<file path="src/rtl/ceu_wr_arb.sv">
// ceu_wr_arb: packet-level 2:1 arbiter that merges two CEU outbox write-request
// streams into one DMA write-request stream through a single register stage.
// A packet, once started on a port, owns the output until its last beat.
// Build option: define CEU_WR_ARB_CNT_EN to add cnt_bus, which carries the
// per-port packet counts {port1[31:0], port0[31:0]}.
//
// Handshake: on every port a beat transfers at a rising clk edge where valid
// and ready are both 1. A source may lower valid between beats of a packet.
// The source-side readies look at the source valids only while the arbiter is
// idle. The output side is a plain register stage that loads when it is empty
// or being drained.
module ceu_wr_arb #(
   parameter int DMA_HEAD_WIDTH = 128,
   parameter int DATA_WIDTH     = 256
) (
   input  logic                      clk,
   input  logic                      rst_n,
   input  logic                      s0_wr_req_valid,
   input  logic                      s0_wr_req_last,
   input  logic [DATA_WIDTH-1:0]     s0_wr_req_data,
   input  logic [DMA_HEAD_WIDTH-1:0] s0_wr_req_head,
   output logic                      s0_wr_req_ready,
   input  logic                      s1_wr_req_valid,
   input  logic                      s1_wr_req_last,
   input  logic [DATA_WIDTH-1:0]     s1_wr_req_data,
   input  logic [DMA_HEAD_WIDTH-1:0] s1_wr_req_head,
   output logic                      s1_wr_req_ready,
   output logic                      m_wr_req_valid,
   output logic                      m_wr_req_last,
   output logic [DATA_WIDTH-1:0]     m_wr_req_data,
   output logic [DMA_HEAD_WIDTH-1:0] m_wr_req_head,
   input  logic                      m_wr_req_ready,
   output logic [2:0]                state_dbg
`ifdef CEU_WR_ARB_CNT_EN
   ,
   output logic [63:0]               cnt_bus
`endif
);

   typedef enum logic [2:0] {
      IDLE  = 3'b001,
      LOCK0 = 3'b010,
      LOCK1 = 3'b100
   } state_t;

   state_t state;
   logic   rr_ptr;     // 0: port 0 wins a tie in IDLE, 1: port 1 wins
   logic   can_load;
   logic   gnt0;
   logic   gnt1;
   logic   acc0;
   logic   acc1;

   // The output register may take a new beat when it is empty or being drained.
   assign can_load = ~m_wr_req_valid | m_wr_req_ready;

   // Grant: IDLE picks among valid ports (round robin on a tie), LOCKn keeps port n.
   always_comb begin
      gnt0 = 1'b0;
      gnt1 = 1'b0;
      case (state)
         IDLE: begin
            gnt0 = s0_wr_req_valid & (~s1_wr_req_valid | ~rr_ptr);
            gnt1 = s1_wr_req_valid & (~s0_wr_req_valid |  rr_ptr);
         end
         LOCK0:   gnt0 = 1'b1;
         LOCK1:   gnt1 = 1'b1;
         default: begin
            gnt0 = 1'b0;
            gnt1 = 1'b0;
         end
      endcase
   end

   // Readies are forced low while reset is held so no beat is taken then.
   assign s0_wr_req_ready = rst_n & gnt0 & can_load;
   assign s1_wr_req_ready = rst_n & gnt1 & can_load;
   assign acc0            = s0_wr_req_valid & s0_wr_req_ready;
   assign acc1            = s1_wr_req_valid & s1_wr_req_ready;
   assign state_dbg       = state;

   // Arbitration FSM: lock onto a multi-beat packet, release and pass priority on its last beat.
   always_ff @(posedge clk or negedge rst_n) begin
      if (!rst_n) begin
         state  <= IDLE;
         rr_ptr <= 1'b0;
      end else begin
         case (state)
            IDLE: begin
               if (acc0) begin
                  if (s0_wr_req_last) rr_ptr <= 1'b1;
                  else                state  <= LOCK0;
               end else if (acc1) begin
                  if (s1_wr_req_last) rr_ptr <= 1'b0;
                  else                state  <= LOCK1;
               end
            end
            LOCK0: begin
               if (acc0 && s0_wr_req_last) begin
                  state  <= IDLE;
                  rr_ptr <= 1'b1;
               end
            end
            LOCK1: begin
               if (acc1 && s1_wr_req_last) begin
                  state  <= IDLE;
                  rr_ptr <= 1'b0;
               end
            end
            default: state <= IDLE;
         endcase
      end
   end

   // Output stage: capture the accepted beat, hold it under backpressure, clear valid once drained.
   always_ff @(posedge clk or negedge rst_n) begin
      if (!rst_n) begin
         m_wr_req_valid <= 1'b0;
         m_wr_req_last  <= 1'b0;
         m_wr_req_data  <= '0;
         m_wr_req_head  <= '0;
      end else if (acc0) begin
         m_wr_req_valid <= 1'b1;
         m_wr_req_last  <= s0_wr_req_last;
         m_wr_req_data  <= s0_wr_req_data;
         m_wr_req_head  <= s0_wr_req_head;
      end else if (acc1) begin
         m_wr_req_valid <= 1'b1;
         m_wr_req_last  <= s1_wr_req_last;
         m_wr_req_data  <= s1_wr_req_data;
         m_wr_req_head  <= s1_wr_req_head;
      end else if (m_wr_req_ready) begin
         m_wr_req_valid <= 1'b0;
      end
   end

`ifdef CEU_WR_ARB_CNT_EN
   logic [31:0] pkt_cnt0;
   logic [31:0] pkt_cnt1;

   // Count completed packets per port; the counters wrap naturally at 2^32.
   always_ff @(posedge clk or negedge rst_n) begin
      if (!rst_n) begin
         pkt_cnt0 <= '0;
         pkt_cnt1 <= '0;
      end else begin
         if (acc0 && s0_wr_req_last) pkt_cnt0 <= pkt_cnt0 + 32'd1;
         if (acc1 && s1_wr_req_last) pkt_cnt1 <= pkt_cnt1 + 32'd1;
      end
   end

   assign cnt_bus = {pkt_cnt1, pkt_cnt0};
`endif

endmodule

</file>
<file path="config.mk">
export PLATFORM = sky130hd
export DESIGN_NAME = ceu_wr_arb
export DESIGN_NICKNAME = d
export VERILOG_FILES = /design/src/rtl/ceu_wr_arb.sv
export SDC_FILE = /design/constraint.sdc
export NUM_CORES = 1
export LEC_CHECK = 0
export CAP_MARGIN = 20
export CELL_PAD_IN_SITES_DETAIL_PLACEMENT = 0
export CELL_PAD_IN_SITES_GLOBAL_PLACEMENT = 1
export CORE_AREA = 10 10 452 454
export CTS_BUF_LIST = sky130_fd_sc_hd__clkbuf_4
export DETAILED_ROUTE_END_ITERATION = 6
export DIE_AREA = 0 0 462 464
export GPL_TIMING_DRIVEN = 1
export PLACE_DENSITY = 0.37
export SETUP_SLACK_MARGIN = 0.05
export SLEW_MARGIN = 5
export SYNTH_ARGS = -nofsm -noshare
export SYNTH_HDL_FRONTEND = slang
export SYNTH_SLANG_ARGS = --single-unit
</file>
<file path="constraint.sdc">
create_clock -name clk -period 2.76 [get_ports clk]
set_clock_uncertainty 0.2 [all_clocks]
set_input_delay 0.69 -clock clk [delete_from_list [all_inputs] [get_ports clk]]
set_output_delay 0.69 -clock clk [all_outputs]
set_load 0.01 [all_outputs]
</file>
Word level (Yosys, flattened, before mapping)
Index checks and enable logic that the tools add are counted.

Bits in registers: 390. Input port bits: 775. Word-level logic and storage cells: 63.

Eq/ne operators: 10. Mux-type cells: 25. Bitwise gates (word level): 15. Reduce and logical (&&, ||, !) cells: 7.

Operators by type and width (count): 256-bit two-way mux (2); 128-bit two-way mux (2); 3-bit two-way mux (6); 3-bit != test (second input constant) (5); 1-bit two-way mux (11); 3-bit one-hot mux with 3 select lines (1); 1-bit bitwise AND (8); 6-bit AND reduction (1); 3-bit nonzero test (2); 5-bit AND reduction (1); 2-bit != test (second input constant) (2); 1-bit inverter (4); 1-bit one-hot mux with 2 select lines (2); 3-bit by 1-bit == test with 1-bit output (second input constant) (1); 3-bit by 2-bit == test with 1-bit output (second input constant) (1); 3-bit == test (second input constant) (1); 1-bit bitwise OR (3); 1-bit one-hot mux with 3 select lines (1); 1-bit logical AND (2); 2-bit nonzero test (1).

Longest topological paths before layout
Gate-level depths: netlist (run 1).

Word-level depth: 10. Gate-level depth with buffers: 9. Gate-level depth less buffers: 5.

Least setup slack after synthesis (run 1)
Ideal clock, no wire load.

Kind: input to register. From: input m_wr_req_ready. To: register m_wr_req_last. Arrival: 2.075 ns. Setup slack: 0.361 ns. Stages on the path: 6. Buffers on the path: 1. Cells stage by stage: nand2b_1 nand2_1 a211oi_2 buf_2 mux2_2 mux2_2.

Cells in the longest elaborated chain, start to end: 4. Elaborated cells on any way between the ends: 7.

Ends and longest elaborated chain: from (decl) (RTL line 32) `input logic m_wr_req_ready,`; 1-bit bitwise OR (*) (RTL line 55) `assign can_load = ~m_wr_req_valid | m_wr_req_ready;`; 1-bit bitwise AND, on equally long branches (RTL line 76, 77); 1-bit bitwise AND, on equally long branches (RTL line 78, 79); 1-bit two-way mux or 2-bit nonzero test (tied branches); to (signal assigned) (RTL line 124) `m_wr_req_last <= s0_wr_req_last;`; to (signal assigned) (RTL line 129) `m_wr_req_last <= s1_wr_req_last;`; to (decl) (RTL line 29) `output logic m_wr_req_last,`.

Mark *: on every way between the ends. The rest lies on a longest branch, timed or not. A chain may end at the register's enable or synchronous reset.

Worst setup path in the final report (run 1)
From: register state[0], in the netlist state_dbg[0]. To: output s0_wr_req_ready.

Cells in the longest elaborated chain, start to end: 4. Elaborated cells on any way between the ends: 5.

Ends and longest elaborated chain: from (decl) (RTL line 46) `state_t state;`; from (signal assigned) (RTL line 85) `state <= IDLE;`; from (signal assigned) (RTL line 92) `else state <= LOCK0;`; from (signal assigned) (RTL line 95) `else state <= LOCK1;`; 3-bit by 2-bit == test with 1-bit output or 3-bit by 1-bit == test with 1-bit output (tied branches) (RTL line 61) `case (state)`; 1-bit one-hot mux with 2 select lines (*) (RTL line 61); 1-bit bitwise AND (*) (2 in series) (RTL line 76) `assign s0_wr_req_ready = rst_n & gnt0 & can_load;`; to (decl) (RTL line 22) `output logic s0_wr_req_ready,`.

Marks and branches as above.

==> reports/summary.txt, run 1 <==
Critical path arrival - 2.32 ns
Total global routing overflow - 0
Layout Nets - 4682
Seq cells post-synth - 390
CP max FO - 4
Clk_lat worst skew - 1.10 ns
Synth Area in Adders - 0
Main combinational cell family by area after synthesis - multiplexers
Failing checks - negative setup slack
CTS Sinks - 390
Req. time, crit path - 1.87 ns
Fill count - 21300
R2R Setup Slk - -0.06 ns
Final RePlAce weighted congestion - 0.814
Total number of vias - 22200
Number of global-route vias before repair - 24500
Largest net degree at the start of global routing - 123
DP Cell Count - 5421
Worst slew pin tran - 0.811 ns
Yosys warnings - 0
Top_reg_cell synth - dfrtp_1
Fmax - 0.311 GHz
Outcome - complete, but fails checks
CP max stage delay - 0.56 ns
Commonest non-fill, non-tap cell in the layout - clkdlybuf4s50_1
Sequential share of the synthesized area - 0.540
Die Ht - 464 um
Relative slew slack - 0.459
Post-Route Utilization - 0.230
Clock root cell - clkbuf_4
Worst min-delay path class - in -> reg
Largest area contributor in the netlist - dfrtp_1
EDFF count, synth - 0
Std cell rows - 162
Reg2Reg Depth - 12
Share of async-settable or async-resettable flops after synthesis - 1.00
CTS tree - built
Number of setup violations in the final report - 34
Critical path class - reg -> out
Fraction of the mapped netlist area in compound gates - 0.113
TritonRoute pass-1 iters - 5
DR WL/cell - 23.7 um
Pre-CTS setup slack - -0.554 ns
Post-route ant nets - 0
Critical path's slowest cell - dfstp_2
Setup ws final - -0.453 ns
WP buf/inv - 1
H-tree levels - 4
RSZ-0062 raised after global routing - true
Port bufs - 1165
I/O pins - 1166
Multiplexer share of the synthesized area - 0.215
CTS Buf Count - 149
Max-slew violations - 0
Initial Util - 0.0929
Clk buf depth - 3
Global-route wire length before repair - 205000 um
Clk slew on worst S/H paths - 0.06 ns
Mean Syn Cell Area - 10.6 um^2
DR iter-0 viols - 881
Commonest non-fill, non-tap cells in the layout - clkdlybuf4s50_1, dlygate4sd3_1, nand2_1, dfrtp_1, mux2i_1
Share of layout cells above drive strength 1 - 0.240
Multi-input gate area - 7610 um^2
Simple-gate share of the synthesized area - 0.0853
Library cells used by synthesis - 31
Crit path capture type - output pin
Min Tclk post-route - 3.21 ns
CP startpoint kind - flip-flop
DRT Wirelength - 156000 um
Initial antenna violation count - 89
Worst Hold Depth - 3
Max cap viols - 0
Leak - 17.9 nW
Vias per inst - 3.37
Hold Slack - 0.163 ns
Critical path, cell by cell - nand2b_1 > a21o_1 > o21a_1 > nor3_2 > buf_2
Xor and xnor fraction of the mapped netlist area - 0
Detail Placement HPWL - 123000 um
Area grow syn2layout - 147%
Final period util - 1.16
Syn_nets - 2487
Worst VDD drop - 0.000403 V
Non-Filler Instances - 6578
Mapped Cells - 1712
Core area - 195000 um^2
DRC viols - 0
Post-synth top area share - 0.539
Most area-consuming cells after synthesis - dfrtp_1, mux2i_1, o21ai_1
Die area - 214000 um^2
Largest delay share family, worst path - flip-flops
Die Span X - 462 um
Post-synthesis cell area - 18100 um^2
Power per cell area - 833 nW/um^2
Levels on crit path - 5
GRT Resource Usage Total - 0.136
Setup Total Neg Slack - -1.47 ns
Final-report hold violation count - 0
Storage element area - 9780 um^2
[report_power, final]
part	leakage, nW	switching [mW]	internal [mW]	total, mW
Clock	1.11	3.35	3.94	7.29
Sequential	4.75	2.12	8.60	10.7
Combinational	12.0	8.81	10.4	19.2
Total	17.9	14.3	22.9	37.2
[Yosys cell counts, types with 2 or more instances]
| master | n |
|---|---|
| buf_4 | 13 |
| dfrtp_1 | 389 |
| nand2b_1 | 5 |
| buf_2 | 39 |
| nand2_1 | 390 |
| mux2i_1 | 384 |
| inv_1 | 3 |
| o21ai_1 | 350 |
| buf_6 | 32 |
| a211oi_1 | 2 |
| clkbuf_1 | 44 |
| mux2_2 | 3 |
| o21ai_0 | 35 |
| nor2_1 | 4 |
| o21a_1 | 2 |
| nor3_1 | 2 |
[cell families after synthesis]
| group | count (synthesis) |
|---|---|
| AOI/OAI and AO/OA | 399 |
| buffers and inverters | 132 |
| DFF | 390 |
| muxes | 387 |
| and+or+nand+nor | 404 |
[through the flow]
stage / cell area (um^2) / power (mW)
2_1_floorplan: 18100 / 16.3
3_3_place_gp: 33600 / 27.5
3_5_place_dp: 33600 / 27.5
4_1_cts: 43200 / 37.3
5_1_grt: 44700 / 40.0
6_report: 44700 / 37.2
[worst min-delay path, delay by kind of cell]
kind	cells	cell delay, ns
buffers and inverters	1	0.48
AO/OA/AOI/OAI	1	0.08
multiplexers	1	0.15
[repair_timing]
action | CTS | global route
setup endpoints to repair | 471 | 441
resized for setup | 2105 | 98
gates cloned | 1 | 27
pin swaps | 3 | 1
endpoints found under the hold margin | 654 | 0
setup buffers | 94 | 36
hold buffers | 720 | 0
[flip-flops by register name (all words and copies together), names as in the netlist]
| signal | cells |
|---|---|
| m_wr_req_data | 256 |
| m_wr_req_head | 128 |
| m_wr_req_last | 1 |
| m_wr_req_valid | 1 |
| rr_ptr | 1 |
| state_dbg | 3 |
[final timing paths]
kind	start	to
max in group asynchronous	rst_n	m_wr_req_data[34]
min in group asynchronous	rst_n	m_wr_req_data[137]
min	s1_wr_req_data[238]	m_wr_req_data[238]
min reg2reg	state_dbg[2]	state_dbg[1]
max	state_dbg[0]	s0_wr_req_ready
max reg2reg	state_dbg[0]	m_wr_req_head[119]
[layer usage]
layer  GRT usage  vias to the layer above  wire (um)
met5           0                        -        413
met4      0.0295                       66       2820
met3      0.0640                      238      15700
met2       0.218                      982      71600
met1       0.164                    10400      65700
li1            -                    10500          -
[area by class of cell]
class	count	share of cell area
Clock inverter	25	0.00495
Timing Repair Buffer	2173	0.496
Sequential cell	390	0.219
Tap cell	2542	0.0711
Antenna cell	36	0.00201
Multi-Input combinational cell	1190	0.170
Inverter	3	0.000252
Clock buffer	219	0.0368
Power figures use the tool's default switching activity.
==> run 2, diff against run 1 <==
CORE_AREA = 10 10 444 446   (was 10 10 452 454)
DIE_AREA = 0 0 454 456   (was 0 0 462 464)
DONT_BUFFER_PORTS = 1   (was default)
PLACE_DENSITY = 0.3   (was 0.37)
clock period = 2.77 ns   (was 2.76 ns; I/O delays follow)
==> run 2 against run 1 <==
Effect of this change: the flow now stops in clock tree synthesis (4_1_cts); synthesized cell count stayed put; area after synthesis stayed put.
==> reports/summary.txt, run 2 <==
Outcome - aborted with a tool error
Exit stage - clock tree synthesis (4_1_cts)
Log Error - [ERROR RSZ-0060] Max buffer count reached.
Sequential share of the synthesized area - 0.540
Most area-consuming cells after synthesis - dfrtp_1, mux2i_1, o21ai_1
Clk buf depth - 3
Final RePlAce weighted congestion - 0.862
Top_reg_cell synth - dfrtp_1
EDFF count, synth - 0
Std cell rows - 159
Most frequent cell after synthesis - nand2_1
Mean Syn Cell Area - 10.6 um^2
Post-CTS Setup Repair Bufs - 5
Initial Util - 0.0963
Cts repair resizes - 38
Die Ht - 456 um
Post-cts hold buffer count - 879
Port bufs - 0
Yosys warnings - 0
I/O pins - 1166
Largest area contributor in the netlist - dfrtp_1
CTS Buf Count - 131
Most instantiated cells after synthesis - nand2_1, dfrtp_1, mux2i_1
H-tree levels - 4
Share of async-settable or async-resettable flops after synthesis - 1.00
Post-synthesis cell area - 18100 um^2
Syn_nets - 2487
Mapped Cells - 1712
Die Span X - 454 um
Seq cells post-synth - 390
Library cells used by synthesis - 31
Clock root cell - clkbuf_4
CTS Sinks - 390
Detail Placement HPWL - 106000 um
Post-synth top area share - 0.539
==> run 2: cell families after synthesis <==
| group | after synthesis | share of synthesized area |
|---|---|---|
| AO/OA/AOI/OAI | 399 | 0.113 |
| buffers and inverters | 132 | 0.0467 |
| flip-flops | 390 | 0.540 |
| multiplexers | 387 | 0.215 |
| AND/OR/NAND/NOR | 404 | 0.0853 |
==> run 2: stage by stage <==
stage	std cells	util	setup WS (ns)	instance area (um^2)
2_1_floorplan	1712	-	0.368	18100
3_3_place_gp	4171	0.114	0.0544	21400
3_5_place_dp	4171	0.114	0.0413	21400
==> run 3, diff against run 2 <==
CELL_PAD_IN_SITES_DETAIL_PLACEMENT = default   (was 0)
CELL_PAD_IN_SITES_GLOBAL_PLACEMENT = default   (was 1)
CORE_AREA = 10 10 443 445   (was 10 10 444 446)
CTS_BUF_LIST = default   (was sky130_fd_sc_hd__clkbuf_4)
DIE_AREA = 0 0 453 455   (was 0 0 454 456)
PLACE_DENSITY = default   (was 0.3)
PLACE_DENSITY_LB_ADDON = 0.15   (was default)
SETUP_SLACK_MARGIN = default   (was 0.05)
clock period = 3.6 ns   (was 2.77 ns; I/O delays follow)
==> run 3 against run 2 <==
Effect of this change: the flow now finishes, with violations (negative hold slack, max-slew violations).
==> reports/summary.txt, run 3 (synthesis gave the netlist of run 1 again) <==
Outcome - complete, but fails checks
Max-slew violations - 43
Largest net degree at the start of global routing - 394
Clk buf depth - 3
CP most frequent cell - buf_4
Met2 Resource Use GR - 0.186
Largest delay share family, worst path - simple AND/OR/NAND/NOR gates
Reg with most FFs - m_wr_req_data
Setup Total Neg Slack - 0 ns
Leak - 7.82 nW
Total global routing overflow - 0
Clock root cell - clkbuf_16
Worst reg2reg startpoint - state_dbg[0]
Critical path, cell by cell - nand2_1 > nor2b_1 > buf_4 > buf_4
Fill count - 21300
Fmax - 0.298 GHz
GR Util met1 - 0.123
Final RePlAce weighted congestion - 0.886
CP max FO - 393
CTS tree - built
Hold Slack - -0.247 ns
Clk_lat worst skew - 0.65 ns
Reg2reg end - m_wr_req_head[73]
Commonest non-fill, non-tap cells in the layout - nand2_1, dfrtp_1, mux2i_1, o21ai_1, clkbuf_16
Critical path class - in -> out
Port bufs - 0
CTS Buf Count - 53
CP max stage delay - 0.53 ns
Relative slew slack - -0.0285
R2R Setup Slk - 0.81 ns
Max reg flops - 256
Initial antenna violation count - 118
Failing checks - negative hold slack, max-slew violations
Number of setup violations in the final report - 0
Met3 global-route usage - 0.0614
H-tree levels - 2
DRT Wirelength - 123000 um
DR WL/cell - 29.0 um
CTS Sinks - 390
Global-route wire length before repair - 154000 um
Total number of vias - 14100
WP buf/inv - 2
Initial Util - 0.0965
Max cap viols - 0
CP startpoint kind - input pin
Min Tclk post-route - 3.36 ns
Worst slew pin tran - 1.54 ns
Detail Placement HPWL - 105000 um
Share of layout cells above drive strength 1 - 0.0767
Number of global-route vias before repair - 14200
I/O pins - 1166
Final period util - 0.933
Worst min-delay path class - in -> async
Die Span X - 453 um
Commonest non-fill, non-tap cell in the layout - nand2_1
Vias per inst - 3.33
GRT Max-Usage Layer - met2
Layout Nets - 2465
Final-report hold violation count - 242
Worst VDD drop - 0.000307 V
DR iter-0 viols - 1452
Reg2Reg Depth - 8
Die area - 206000 um^2
Req. time, crit path - 2.50 ns
Clk slew on worst S/H paths - 0.06 ns
Crit path capture type - output pin
Core area - 187000 um^2
Total Power Consumption - 20.4 mW
Area grow syn2layout - 25.9%
Post-route ant nets - 0
Die Ht - 455 um
RSZ-0062 raised after global routing - false
GRT Resource Usage Total - 0.112
Critical path arrival - 2.26 ns
Std cell rows - 159
Power per cell area - 898 nW/um^2
DRC viols - 0
TritonRoute pass-1 iters - 6
Critical path's slowest cell - nand2_1
-- run 3: worst max path at each step --
stage / start / endpoint / slack, ns / cells past startpoint
after floorplan: s1_wr_req_valid / s0_wr_req_ready / 0.97 / 3
after global placement: rst_n / m_wr_req_head[93] / 0.41 / 7
after detailed placement: m_wr_req_ready / m_wr_req_head[50] / 0.43 / 8
after CTS: state_dbg[2] / s1_wr_req_ready / 0.12 / 6
after global routing: state_dbg[2] / s1_wr_req_ready / 0.02 / 6
final: rst_n / s1_wr_req_ready / 0.24 / 4
-- run 3: stage by stage --
step	utilization	std cells	setup slack, ns	hold slack (ns)	cell area (um^2)
after detailed placement	0.112	4130	0.429	0.373	21000
after global routing	0.121	4222	0.0198	-0.302	22700
after global placement	0.112	4130	0.414	0.390	21000
after CTS	0.121	4217	0.123	-0.328	22700
after floorplan	-	1712	0.968	0.328	18100
final	0.122	4250	0.240	-0.247	22800
-- run 3: worst register-to-register path: cells and delay by family, from the launching register on --
kind | cells | cell delay, ns
buffers and inverters | 3 | 0.95
AOI/OAI and AO/OA | 3 | 0.67
DFF | 1 | 0.53
and+or+nand+nor | 2 | 0.36
-- run 3: metal layers --
metal	share of wire	routed length, um
met5	0.0041	508
met4	0.023	2870
met3	0.13	16200
met2	0.49	60100
met1	0.35	43600
-- run 3: power breakdown --
| group | internal [mW] | switching (mW) | leakage, nW | total (mW) |
|---|---|---|---|---|
| Combinational | 2.11 | 2.63 | 2.23 | 4.74 |
| Clock | 3.04 | 2.19 | 0.810 | 5.22 |
| Sequential | 6.55 | 3.93 | 4.77 | 10.5 |
-- run 3: layout make-up --
cell class                      instances  area [um^2]  share of cell area
Timing Repair Buffer                   52          641              0.0282
Clock inverter                          8         80.1             0.00352
Antenna cell                           33         82.6             0.00363
Clock buffer                           79         1570              0.0689
Inverter                                3         11.3            0.000495
Tap cell                             2495         3120               0.137
Multi-Input combinational cell       1190         7490               0.329
Sequential cell                       390         9760               0.429
-- run 3: timing repair --
item / 4_1_cts / 5_1_grt
setup buffers: 0 / 0
resized for setup: 0 / 0
endpoints found under the hold margin: 390 / 389
==> run 4, diff against run 3 <==
CTS_BUF_LIST = sky130_fd_sc_hd__clkbuf_2   (was default)
SLEW_MARGIN = default   (was 5)
==> run 4 against run 3 <==
Effect of this change: the flow now stops in clock tree synthesis (4_1_cts); synthesized cell count stayed put; area after synthesis stayed put.
==> reports/summary.txt, run 4 <==
Mean Syn Cell Area - 10.6 um^2
Multiplexer share of the synthesized area - 0.215
Post-cts hold buffer count - 868
Top_reg_cell synth - dfrtp_1
Simple-gate share of the synthesized area - 0.0853
CTS Buf Count - 117
Detail Placement HPWL - 105000 um
Std cell rows - 159
Final RePlAce weighted congestion - 0.886
Syn_nets - 2487
Log Error - [ERROR RSZ-0060] Max buffer count reached.
DP Cell Count - 4130
EDFF count, synth - 0
Synth Area in Adders - 0
Most instantiated cells after synthesis - nand2_1, dfrtp_1, mux2i_1
Exit stage - clock tree synthesis (4_1_cts)
Initial Util - 0.0965
Outcome - aborted with a tool error
Share of async-settable or async-resettable flops after synthesis - 1.00
Sequential share of the synthesized area - 0.540
Die Span X - 453 um
Most frequent cell after synthesis - nand2_1
H-tree levels - 3
Xor and xnor fraction of the mapped netlist area - 0
Mapped Cells - 1712
Post-synth top area share - 0.539
CTS Sinks - 390
Most area-consuming cells after synthesis - dfrtp_1, mux2i_1, o21ai_1
Largest area contributor in the netlist - dfrtp_1
Port bufs - 0
I/O pins - 1166
Die Ht - 455 um
Cts repair resizes - 21
Seq cells post-synth - 390
Post-CTS Setup Repair Bufs - 6
Fraction of the mapped netlist area in compound gates - 0.113
Yosys warnings - 0
Clk buf depth - 3
Main combinational cell family by area after synthesis - multiplexers
Clock root cell - clkbuf_2
Library cells used by synthesis - 31
Post-synthesis cell area - 18100 um^2
run 4: stage by stage:
stage / setup slack [ns] / instance area [um^2]
after floorplan: 0.968 / 18100
after global placement: 0.414 / 21000
after detailed placement: 0.429 / 21000
run 4: cells by family after synthesis:
logic type	count (synthesis)
AND/OR/NAND/NOR	404
multiplexers	387
buffers and inverters	132
flip-flops	390
AO/OA/AOI/OAI	399
